==> config.mk <==
export PLATFORM = sky130hd
export DESIGN_NAME = wide_cmp_seq
export DESIGN_NICKNAME = d
export VERILOG_FILES = /design/src/rtl/wide_cmp_pkg.sv /design/src/rtl/wide_cmp_seq_nibble_cmp.sv /design/src/rtl/wide_cmp_seq.sv
export SDC_FILE = /design/constraint.sdc
export NUM_CORES = 1
export LEC_CHECK = 0
export CAP_MARGIN = 30
export CORE_UTILIZATION = 40
export DETAILED_ROUTE_END_ITERATION = 7
export PLACE_DENSITY = 0.66
export SYNTH_ARGS = -nofsm -noshare
export SYNTH_HDL_FRONTEND = slang
export SYNTH_SLANG_ARGS = --single-unit
==> constraint.sdc <==
create_clock -name clk -period 3.2 [get_ports clk]
set_input_delay 0.64 -clock clk [delete_from_list [all_inputs] [get_ports clk]]
set_output_delay 0.64 -clock clk [all_outputs]
set_load 0.03 [all_outputs]
==> src/rtl/wide_cmp_pkg.sv <==
// Shared types for the nibble-serial wide comparator.
// Result encoding is one-hot {less, equal, greater}.
package wide_cmp_pkg;
   localparam int NIBBLE_W = 4;

   typedef enum logic [1:0] {
      IDLE    = 2'd0,
      COMPARE = 2'd1,
      DONE    = 2'd2
   } cmp_state_e;

   typedef logic [2:0] cmp_res_t;

   localparam cmp_res_t RES_LESS    = 3'b100;
   localparam cmp_res_t RES_EQUAL   = 3'b010;
   localparam cmp_res_t RES_GREATER = 3'b001;
endpackage

==> src/rtl/wide_cmp_seq_nibble_cmp.sv <==
// Combinational 4-bit unsigned magnitude compare; zero latency, no flow control.
// Exactly one of less_o/equal_o/greater_o is high.
module nibble_cmp
   import wide_cmp_pkg::*;
(
   input  logic [NIBBLE_W-1:0] a_i,
   input  logic [NIBBLE_W-1:0] b_i,
   output logic                less_o,
   output logic                equal_o,
   output logic                greater_o
);

   assign less_o    = (a_i <  b_i);
   assign equal_o   = (a_i == b_i);
   assign greater_o = (a_i >  b_i);

endmodule

==> src/rtl/wide_cmp_seq.sv <==
// Wide compare by time-sharing one 4-bit slice, MS nibble first, stopping at first difference.
// Latency 1..NIBBLES cycles after accept; result held until out_ready. WIDE_CMP_SIGNED_EN: two's complement.
module wide_cmp_seq
   import wide_cmp_pkg::*;
#(
   parameter int NIBBLES = 4
) (
   input  logic                        clk,
   input  logic                        rst_n,
   input  logic                        in_valid,
   output logic                        in_ready,
   input  logic [NIBBLE_W*NIBBLES-1:0] data_a,
   input  logic [NIBBLE_W*NIBBLES-1:0] data_b,
   output logic                        out_valid,
   input  logic                        out_ready,
   output logic                        less,
   output logic                        equal,
   output logic                        greater,
   output logic                        busy
);

   localparam int W     = NIBBLE_W * NIBBLES;
   localparam int IDX_W = (NIBBLES > 1) ? $clog2(NIBBLES) : 1;
   localparam logic [IDX_W-1:0] IDX_LAST = IDX_W'(NIBBLES - 1);

   cmp_state_e       state_q, state_d;
   logic [W-1:0]     opa_q, opa_d;
   logic [W-1:0]     opb_q, opb_d;
   logic [IDX_W-1:0] idx_q, idx_d;
   cmp_res_t         res_q, res_d;
   logic             out_valid_q, out_valid_d;

   logic [NIBBLE_W-1:0] nib_a, nib_b;
   logic [NIBBLE_W-1:0] cmp_a, cmp_b;
   logic                slice_lt, slice_eq, slice_gt;

   assign nib_a = opa_q[{idx_q, 2'b00} +: NIBBLE_W];
   assign nib_b = opb_q[{idx_q, 2'b00} +: NIBBLE_W];

`ifdef WIDE_CMP_SIGNED_EN
   // Flipping the sign bit of the top nibble maps two's complement onto unsigned order.
   logic msn;
   assign msn   = (idx_q == IDX_LAST);
   assign cmp_a = nib_a ^ {msn, 3'b000};
   assign cmp_b = nib_b ^ {msn, 3'b000};
`else
   assign cmp_a = nib_a;
   assign cmp_b = nib_b;
`endif

   nibble_cmp u_slice (
      .a_i       (cmp_a),
      .b_i       (cmp_b),
      .less_o    (slice_lt),
      .equal_o   (slice_eq),
      .greater_o (slice_gt)
   );

   always_comb begin
      state_d     = state_q;
      opa_d       = opa_q;
      opb_d       = opb_q;
      idx_d       = idx_q;
      res_d       = res_q;
      out_valid_d = out_valid_q;
      case (state_q)
         IDLE: begin
            if (in_valid) begin
               opa_d   = data_a;
               opb_d   = data_b;
               idx_d   = IDX_LAST;
               state_d = COMPARE;
            end
         end
         COMPARE: begin
            if (slice_gt) begin
               res_d       = RES_GREATER;
               out_valid_d = 1'b1;
               state_d     = DONE;
            end else if (slice_lt) begin
               res_d       = RES_LESS;
               out_valid_d = 1'b1;
               state_d     = DONE;
            end else if (slice_eq && idx_q == '0) begin
               res_d       = RES_EQUAL;
               out_valid_d = 1'b1;
               state_d     = DONE;
            end else begin
               idx_d = idx_q - 1'b1;
            end
         end
         DONE: begin
            if (out_ready) begin
               res_d       = '0;
               out_valid_d = 1'b0;
               state_d     = IDLE;
            end
         end
         default: begin
            res_d       = '0;
            out_valid_d = 1'b0;
            state_d     = IDLE;
         end
      endcase
   end

   always_ff @(posedge clk or negedge rst_n) begin
      if (!rst_n) begin
         state_q     <= IDLE;
         opa_q       <= '0;
         opb_q       <= '0;
         idx_q       <= '0;
         res_q       <= '0;
         out_valid_q <= 1'b0;
      end else begin
         state_q     <= state_d;
         opa_q       <= opa_d;
         opb_q       <= opb_d;
         idx_q       <= idx_d;
         res_q       <= res_d;
         out_valid_q <= out_valid_d;
      end
   end

   assign in_ready  = (state_q == IDLE);
   assign busy      = (state_q != IDLE);
   assign out_valid = out_valid_q;
   assign less      = res_q[2];
   assign equal     = res_q[1];
   assign greater   = res_q[0];

endmodule

==> qor.yml <==
outcome: "finished, final reports clean"
fmax_mhz: 383
netlist_area_sq_um: 2010
combPwrFrac_pct: 47.4
min_period_ps: 2610
grt_max_degree: 41
dr.first_iter.drc_count: 63
area_growth_pct: 24.7
tns_ps: 0
post-cts-setup-buffer-count: 0
cts_buffers: 5
switchingPower_uw: 764
viasPerCell: 4.83
routed_wl_um: 3330
fin_crit_sh_pct: 81.5
diodes: 0
ios: 42
required_ps: 3330
synthDistinctLibCells: 26
fp.dieW_um: 72.8
grt_pass1_vias: 1236
endpoint_kind: "flop"
hold_viol: 0
hp-class: "input pin to asynchronous set/reset pin"
fin_worst_skew_ps: 5.46
p_leak_uw: 0.00114
cts_buffer_depth: 2
hpwl_um: 2360
yosys-top-cells-area: "dfrtp_1 (50%), mux2_4 (20%), mux4_2 (9.0%)"
wire_per_inst_um: 13.9
crit_type: "flop to flop"
drive_gt1_share_pct: 28.9
synth_top_area_share_pct: 49.9
post_cts_resized: 0
htreeDepth: 2
overflow: 0
p_clk_share_pct: 13.1
fin_nets: 214
cts_tree: "yes"
die_h_um: 72.8
synthesis.nets: 172
antenna_found_initial: 0
rows: 25
maxCapViolCount: 0
clock_sinks: 40
yosys_warnings: 0
track_usage_pct: 14.6
via_count: 1160
io_buffers: 41
synth_ff_type: "dfrtp_1"
initial_utilization_pct: 41.9
firstDrtPassIters: 6
avgSynthCellArea_sq_um: 15.3
synthTopCellsByCount: "dfrtp_1 (40), mux2_4 (27), inv_1 (9)"
grt_pass1_wl_um: 5760
drc: 0
switching_share_pct: 32.8
core_sq_um: 4790
synth-edff-count: 0
ctsHoldBuffers: 0
fin_cells: 240
ant_nets: 0
relSlewSlack_pct: 42.0
crit_path_start_kind: "flop"
seqPwrFrac_pct: 39.5
crit_fanout: 11
peakVddDrop_mv: 0.391
die_area_sq_um: 5300
gp_congestion: 0.737
final.fill_count: 397
yosysMostFrequentCell: "dfrtp_1"
tightest_slew_ps: 870
root_buffer: "clkbuf_8"
p_int_uw: 1570
rsz0062_at_grt: "no"
dpl.cell_count: 233
drv_slew: 0
ys_async_sr_fraction_pct: 100
powerDensity_nw_per_um2: 931
setup_viol: 0
synth_seq_cells: 40
hold_slack_ps: 460
ys_seq_area_share_pct: 49.9
r2r_cells: 6
path_clk_slew_ps: 70
clk_latency_ps: 280
synth_cells: 131
synth.largest_area_cell: "dfrtp_1"
cp.arrival_ps: 2740
==> cells in the final DEF, fill, tap and decap left out, drive strengths merged, types with 3 or more instances in the layout <==
cell type      count
a21o               3
a21oi              3
clkbuf             6
clkdlybuf4s50     40
dfrtp             40
ha                 5
inv                9
mux2              32
mux4               8
nand2b             3
nor2               7
o21ai              3
==> metal layers <==
layer | track usage (%) | routed length, um
met1 | 19.4 | 1670
met2 | 22.7 | 1540
met3 | 4.28 | 107
met4 | 5.23 | 17
met5 | 0 | 0
==> cell type report <==
class | instances | area (sq um) | area share (%)
clock buffers | 6 | 72.6 | 2.90
clock inverters | 1 | 5.00 | 0.200
inverters | 9 | 33.8 | 1.35
multi-input cells | 76 | 901 | 36.0
flip-flops and latches | 40 | 1000 | 40.0
well taps | 67 | 83.8 | 3.35
repair buffers | 41 | 405 | 16.2
==> state kept, by name, summed over array words and instances, names as in the netlist <==
register,flops
opa_q,16
idx_q,2
out_valid,1
res_q,3
opb_q,16
state_q,2
==> kinds of logic after synthesis <==
logic type      after synthesis  synth area share, %
mux                          42                 33.0
simple gates                 16                 4.12
buf+inv                      15                 5.24
fa+ha+maj                     5                 3.12
flops                        40                 49.9
compound gates               13                 4.68
==> metrics by stage <==
stage	total power [uW]	setup slack [ps]	util (%)	cell area (sq um)
2_1_floorplan	1810	918	-	2010
3_3_place_gp	2000	665	50.7	2420
3_5_place_dp	2040	572	50.7	2420
4_1_cts	2360	537	52.3	2500
5_1_grt	2500	356	52.3	2500
6_report	2330	591	52.3	2500
==> worst max-delay path: stages, from the launching register on <==
cell and delay [ps]:
dfrtp_1 720, mux4_2 590, ha_1 330, nand4_1 180
a311oi_2 320, nand2b_1 160, mux2i_1 150
==> power by group through the flow <==
stage	sequential [uW]	clock [uW]	combinational [uW]
3_5_place_dp	933	0	1100
2_1_floorplan	878	0	934
5_1_grt	960	345	1200
6_report	920	305	1100
3_3_place_gp	933	0	1070
4_1_cts	927	324	1110
==> final timing paths <==
check / from / end / slack [ps]
max in group asynchronous: rst_n / opa_q[0] / 2180
setup reg to reg: idx_q[0] / idx_q[0] / 590
hold reg to reg: out_valid / out_valid / 480
setup / recovery: idx_q[0] / idx_q[0] / 590
hold / removal: rst_n / res_q[0] / 460
min in group clk: out_valid / out_valid / 480
No activity file was read; power rests on OpenSTA's default activity.
